`src/rtl/cpu_pkg.sv`:
```
// cpu_pkg: shared opcodes, funct3 codes and LSU state encoding
package cpu_pkg;
    localparam logic [6:0] OPC_LOAD  = 7'b0000011;
    localparam logic [6:0] OPC_STORE = 7'b0100011;
    localparam logic [2:0] F3_B  = 3'b000;
    localparam logic [2:0] F3_H  = 3'b001;
    localparam logic [2:0] F3_W  = 3'b010;
    localparam logic [2:0] F3_BU = 3'b100;
    localparam logic [2:0] F3_HU = 3'b101;
    typedef enum logic [1:0] {S_IDLE, S_ACCESS, S_WB, S_ERR} lsu_state_t;
endpackage

```
`src/rtl/lsu_align.sv`:
```
// lsu_align: store lane steering/strobes and load byte/half extraction with extension
module lsu_align import cpu_pkg::*; (
    input  logic [2:0]  st_f3,
    input  logic [1:0]  st_off,
    input  logic [31:0] st_data,
    output logic [3:0]  wstrb,
    output logic [31:0] wdata,
    input  logic [2:0]  ld_f3,
    input  logic [1:0]  ld_off,
    input  logic [31:0] rdata,
    output logic [31:0] ldata
);
    logic [7:0]  b;
    logic [15:0] h;
    always_comb begin
        b     = rdata[{ld_off, 3'b000} +: 8];
        h     = rdata[{ld_off[1], 4'b0000} +: 16];
        wdata = st_f3 == F3_B ? {4{st_data[7:0]}} : st_f3 == F3_H ? {2{st_data[15:0]}} : st_data;
        wstrb = st_f3 == F3_B ? 4'b0001 << st_off : st_f3 == F3_H ? 4'b0011 << st_off : 4'b1111;
        ldata = ld_f3 == F3_B  ? {{24{b[7]}}, b} :
                ld_f3 == F3_BU ? {24'b0, b} :
                ld_f3 == F3_H  ? {{16{h[15]}}, h} :
                ld_f3 == F3_HU ? {16'b0, h} : rdata;
    end
endmodule

```
`src/rtl/load_store_unit.sv`:
```
// load_store_unit: memory-access stage running one load/store per req/ack transaction
module load_store_unit import cpu_pkg::*; #(
    parameter int TIMEOUT = 255
) (
    input  logic        clk,
    input  logic        rst,
    input  logic        valid_i,
    input  logic [31:0] instr_i,
    input  logic [31:0] rs1_data_i,
    input  logic [31:0] rs2_data_i,
    output logic        busy_o,
    output logic        done_o,
    output logic        err_o,
    output logic        mem_req_o,
    output logic        mem_we_o,
    output logic [31:0] mem_addr_o,
    output logic [3:0]  mem_wstrb_o,
    output logic [31:0] mem_wdata_o,
    input  logic        mem_ack_i,
    input  logic [31:0] mem_rdata_i,
    output logic        wb_en_o,
    output logic [4:0]  wb_rd_o,
    output logic [31:0] wb_data_o
);
    lsu_state_t  state;
    logic [31:0] imm, addr, cnt, wdata_c, ldata;
    logic [3:0]  wstrb_c;
    logic [2:0]  f3, f3_r;
    logic [1:0]  off_r;
    logic        is_ld, is_st, accept, misal, timeout, st_done, unused_rs;
    assign f3        = instr_i[14:12];
    assign is_ld     = instr_i[6:0] == OPC_LOAD && (f3 == F3_B || f3 == F3_H || f3 == F3_W || f3 == F3_BU || f3 == F3_HU);
    assign is_st     = instr_i[6:0] == OPC_STORE && (f3 == F3_B || f3 == F3_H || f3 == F3_W);
    assign accept    = state == S_IDLE && valid_i && (is_ld || is_st);
    assign imm       = is_st ? {{20{instr_i[31]}}, instr_i[31:25], instr_i[11:7]} : {{20{instr_i[31]}}, instr_i[31:20]};
    assign addr      = rs1_data_i + imm;
    // funct3[1:0] encodes width for both signed and unsigned variants
    assign misal     = (f3[1:0] == 2'b01 && addr[0]) || (f3[1:0] == 2'b10 && addr[1:0] != 2'b00);
    assign timeout   = TIMEOUT != 0 && cnt == 32'(TIMEOUT - 1);
    assign unused_rs = ^instr_i[19:15];
    assign busy_o    = state != S_IDLE;
    assign done_o    = state == S_WB || st_done;
    assign err_o     = state == S_ERR;
    assign mem_req_o = state == S_ACCESS;
    assign wb_en_o   = state == S_WB && wb_rd_o != 5'd0;
    lsu_align u_align (
        .st_f3  (f3),
        .st_off (addr[1:0]),
        .st_data(rs2_data_i),
        .wstrb  (wstrb_c),
        .wdata  (wdata_c),
        .ld_f3  (f3_r),
        .ld_off (off_r),
        .rdata  (mem_rdata_i),
        .ldata  (ldata)
    );
    always_ff @(posedge clk) begin
        if (rst) begin
            state       <= S_IDLE;
            cnt         <= '0;
            st_done     <= 1'b0;
            mem_we_o    <= 1'b0;
            mem_addr_o  <= '0;
            mem_wstrb_o <= '0;
            mem_wdata_o <= '0;
            wb_rd_o     <= '0;
            wb_data_o   <= '0;
            f3_r        <= '0;
            off_r       <= '0;
        end else begin
            st_done <= 1'b0;
            case (state)
                S_IDLE: if (accept) begin
                    state       <= misal ? S_ERR : S_ACCESS;
                    cnt         <= '0;
                    mem_we_o    <= is_st;
                    mem_addr_o  <= {addr[31:2], 2'b00};
                    mem_wstrb_o <= is_st ? wstrb_c : 4'b0000;
                    mem_wdata_o <= is_st ? wdata_c : 32'h0;
                    wb_rd_o     <= instr_i[11:7];
                    f3_r        <= f3;
                    off_r       <= addr[1:0];
                end
                S_ACCESS: if (mem_ack_i) begin
                    state     <= mem_we_o ? S_IDLE : S_WB;
                    st_done   <= mem_we_o;
                    wb_data_o <= ldata;
                end else if (timeout) begin
                    state <= S_ERR;
                end else begin
                    cnt <= cnt + 32'd1;
                end
                default: state <= S_IDLE;
            endcase
        end
    end
endmodule

```
`config.mk`:
```
export PLATFORM = sky130hd
export DESIGN_NAME = load_store_unit
export DESIGN_NICKNAME = d
export VERILOG_FILES = /design/src/rtl/cpu_pkg.sv /design/src/rtl/lsu_align.sv /design/src/rtl/load_store_unit.sv
export SDC_FILE = /design/constraint.sdc
export NUM_CORES = 1
export LEC_CHECK = 0
export BUFFER_PORTS_ARGS = -buffer_cell sky130_fd_sc_hd__buf_2
export CORE_ASPECT_RATIO = 0.8
export CORE_MARGIN = 8
export CORE_UTILIZATION = 57
export DETAILED_ROUTE_END_ITERATION = 8
export GPL_TIMING_DRIVEN = 0
export PLACE_DENSITY_LB_ADDON = 0.12
export SYNTH_ARGS = -nofsm -noshare
export SYNTH_HDL_FRONTEND = slang
export SYNTH_HIERARCHICAL = 1
export SYNTH_SLANG_ARGS = --single-unit
```
`constraint.sdc`:
```
create_clock -name clk -period 6.2 [get_ports clk]
set_input_delay 0.93 -clock clk [delete_from_list [all_inputs] [get_ports clk]]
set_output_delay 0.93 -clock clk [all_outputs]
set_load 0.01 [all_outputs]
```
# Word level (Yosys, flattened, before mapping)
# Cells that the tools add are included.
# totals
ff_bits	144
inputBits	132
elab_cells	85
ramBits	0
latchBits	0
mem_bits_ro	0
memories	0
output_inout_bits	111
# op_classes
n_reduce_logical	26
multipliers	0
order_cmp	0
n_eq_ne	19
n_bitwise	2
shift	4
n_div	0
n_addsub	2
mux	21
# op_table
operator	count
$mux 32	10
$pmux 32 s2	1
$add 32x1->32 const B	1
$add 32x32->32	1
$eq 32x8->1 const B	1
$shiftx 32x6->16	1
$shiftx 32x6->8	1
$eq 3x3->1 const B	4
$mux 4	3
$mux 2	5
$eq 7x2->1 const B	1
$eq 7x6->1 const B	1
$logic_and 1x1->1	7
$logic_or 1x1->1	7
$eq 2x2->1 const B	3
$eq 3x1->1 const B	2
$logic_not 3->1	2
$ne 2x2->1 const B	3
$reduce_and 2->1	3
$reduce_bool 2->1	3
$mux 5	1
$reduce_bool 5->1	1
$eq 2x1->1 const B	2
$pmux 2 s2	1
8 further kinds	9

# Longest topological paths before layout
# logic_depth
word_depth	12
mapped_depth	17
depth_no_buf	16

# By module
# Netlist, hierarchy kept.
# modules_own_cells
mod	instances	cells_per_inst	area_each_um2
load_store_unit	1	841	6956.7
lsu_align	1	189	1345.0

# Least setup slack after synthesis
# OpenSTA, ideal clock, no wires.
# synth_path
path_kind	input-to-reg
from	input port instr_i[3]
to	register mem_addr_o[28]
path_stages	16
path_slack_ns	1.975
setup_time_ns	0.086
n_path_buf	1
t_arrival_ns	4.140
path_cell_list	nor4b_2 -> nand4b_1 -> or3b_2 -> clkbuf_1 -> mux2_2 -> ha_1 -> inv_1 -> fa_1 -> nor2b_1 -> o31a_1 -> o211ai_1 -> a21oi_1 -> o21ai_0 -> o211ai_1 -> xnor2_1 -> a211oi_1
# synth_via
elab_chain_len	5
word_cells_on_any_way	9
# synth_lines
element	line_no	source
start, declared	load_store_unit.sv:8	input logic [31:0] instr_i,
branches (longest 5 deep; another with $add 32x32->32)	n/a	
end signal, assigned	load_store_unit.sv:77	mem_addr_o <= {addr[31:2], 2'b00};
end, declared	load_store_unit.sv:16	output logic [31:0] mem_addr_o,
# Parallel ways; which one is timed is not known.
# A chain may end at the register's enable or synchronous reset.

# Final worst setup path
# Same ends and word-level chain as after synthesis.

==> out/results.tsv <==
metric	value	unit
status	finished clean	
ys_seq_elements	144	
grt_overflow_total	0	
ant_nets	0	
grtUsageTotal	26.6	%
rows	39	
num_vias	8361	
numCtsBuffers	17	
syn2layout_area_growth	23.8	%
final_common_cell	buf_2	
slew_viol_final	0	
clock_skew	0.00881	ns
hold_buffers	0	
ff2ff_path_depth	8	
drt_iter0_drc	575	
synthArstFlopShare	0	%
setup_viol	0	
cp-startpoint	instr_i[3]	
finalHoldViolCount	0	
min_path_cells	2	
fin_nets	1455	
cts_tree	done	
synth_area_per_cell	8.06	um^2
netlist.area_leader.share	34.7	%
synthTopCellsByArea	dfxtp_1, nand2_1, a21oi_1	
place_ws	1.18	ns
worstPathArrival	5.03	ns
ios	243	
p_leak	0.00456	uW
fin_ws	1.50	ns
seq_area_frac_synth	34.7	%
layout.cells.most_common_list	buf_2, nand2_1, dfxtp_1	
die_w	151	um
grt_pass1_wl	39.7	mm
fillCellCount	1166	
synth-edff-count	0	
rsz0062_at_grt	no	
wl	25.4	mm
powerDensity	217	nW/um^2
io_buffers	235	
drc	0	
fp.dieH	124	um
final_util	72.1	%
r2r-start	cnt[7]	
die_area	18700	um^2
reg2reg_slack	3.64	ns
required	6.52	ns
fin_crit_sh	75.9	%
yosys.area.top_type	dfxtp_1	
routedWlPerCell	17.1	um
clkTransAtPathRegs	0.06	ns
root_buffer	clkbuf_16	
yosys_warnings	6	
start_kind	primary input	
grt_pass1_vias	7913	
dr.pass1.iters	5	
cts_resized	0	
crit_type	primary input to flip-flop	
vdd_drop_max	0.193	mV
cp-end-kind	flip-flop	
fin_setup_tns	0	ns
ys.flop_type	dfxtp_1	
critical_path.max_fanout	6	
coreArea	14200	um^2
drt-vias-per-instance	5.64	
synth_cells	1030	
hold_start	mem_addr_o[5]	
yosysUniqueCellTypes	68	
synth_area	8300	um^2
post-cts-setup-buffers	0	
r2r-end	cnt[30]	
antenna_found_initial	2	
grt_max_degree	22	
hold_path.class	flip-flop to flip-flop	
drv_cap	0	
clkSinkCount	144	
start_util	58.3	%
hold_ws	0.448	ns
clkLatencyLatePin	0.42	ns
drive_above_1_share	26.2	%
max_freq	213	MHz
gp_congestion	0.918	
hold_end	mem_addr_o[5]	
period_needed	4.70	ns
slew_headroom	55.2	%
cts_buffer_depth	2	
cts_max_level	4	
tightest_slew	0.655	ns
dp_hpwl	19.6	mm
layer usage:
layer / vias to the layer above / GRT usage (%) / share of wire [%]
met4: 0 / 10.6 / 2.4
li1: 4122 / - / -
met3: 44 / 6.35 / 8.9
met2: 357 / 42.6 / 46
met5: - / 0 / 0
met1: 3838 / 34.1 / 42
worst max-delay path: stages:
cell      delay (ns)
buf_2           0.11
nor4b_2         0.26
nand4b_1        0.26
or3b_2          0.52
clkbuf_1        0.22
mux2_2          0.32
ha_1            0.20
inv_1           0.07
fa_1            0.22
nor2b_1         0.08
o31a_1          0.28
o211ai_1        0.33
a21oi_1         0.16
o21ai_0         0.44
o211ai_1        0.23
xnor2_1         0.18
a211oi_1        0.22
how the worst max path moves through the flow:
stage,to,slack [ns],cells after the start
after global routing,mem_addr_o[28],1.30,17
after CTS,mem_addr_o[28],1.60,17
final,mem_addr_o[28],1.50,17
after detailed placement,mem_addr_o[28],1.18,17
after floorplan,mem_addr_o[28],1.97,16
after global placement,mem_addr_o[28],1.25,17
registers in the layout (all words and copies together) (netlist names), 2 cells and up:
register / flops
f3_r: 3
mem_addr_o: 30
cnt: 32
mem_wdata_o: 32
off_r: 2
mem_wstrb_o: 4
wb_rd_o: 5
wb_data_o: 32
state: 2
cells by family (layout without fill, tap and decap cells):
group / Yosys count / after routing / synth area share (%)
and+or+nand+nor: 391 / 391 / 21.7
AOI/OAI and AO/OA: 258 / 258 / 19.5
DFF: 144 / 144 / 34.7
buffers and inverters: 101 / 366 / 5.65
xor gates and xnor gates: 54 / 54 / 5.70
muxes: 43 / 43 / 6.83
adders and majority gates: 38 / 38 / 5.82
other: 1 / 5 / 0.0452
cell type report:
type	instances	area, um^2	share of cell area (%)
Multi-Input combinational cell	786	4950	48.2
Clock inverter	9	83.8	0.816
Tap cell	184	230	2.24
Sequential cell	144	2880	28.1
Timing Repair Buffer	235	1180	11.4
Inverter	27	101	0.986
Clock buffer	21	470	4.58
Buffer	74	368	3.58
Antenna cell	3	7.51	0.0731
cells in the mapped netlist, drive strengths merged, types with 6 or more instances:
master	instances
nor2	68
mux4	7
inv	27
nor4	10
a21o	15
nor2b	7
a31oi	17
xor2	30
nand3b	8
xnor2	24
nand2b	6
nor3	12
mux2i	13
buf	31
a22o	36
mux2	23
dfxtp	144
nand4	17
ha	37
nand2	201
o22ai	10
o21ai	32
or2	6
or3	6
nand3	24
and3	7
a21oi	117
clkbuf	43
power by group:
| part | internal, uW | leakage, uW | switching, uW |
|---|---|---|---|
| logic | 140 | 0.00313 | 188 |
| registers | 926 | 0.00116 | 0.735 |
| clock network | 579 | 0.000275 | 391 |
metrics by stage:
step,area (um^2),power [uW],instances
after floorplan,8310,1160,1031
after global placement,9710,1260,1450
after detailed placement,9710,1270,1450
after CTS,10300,2230,1480
after global routing,10300,2310,1482
final,10300,2220,1483
No activity file was read; power rests on OpenSTA's default activity.
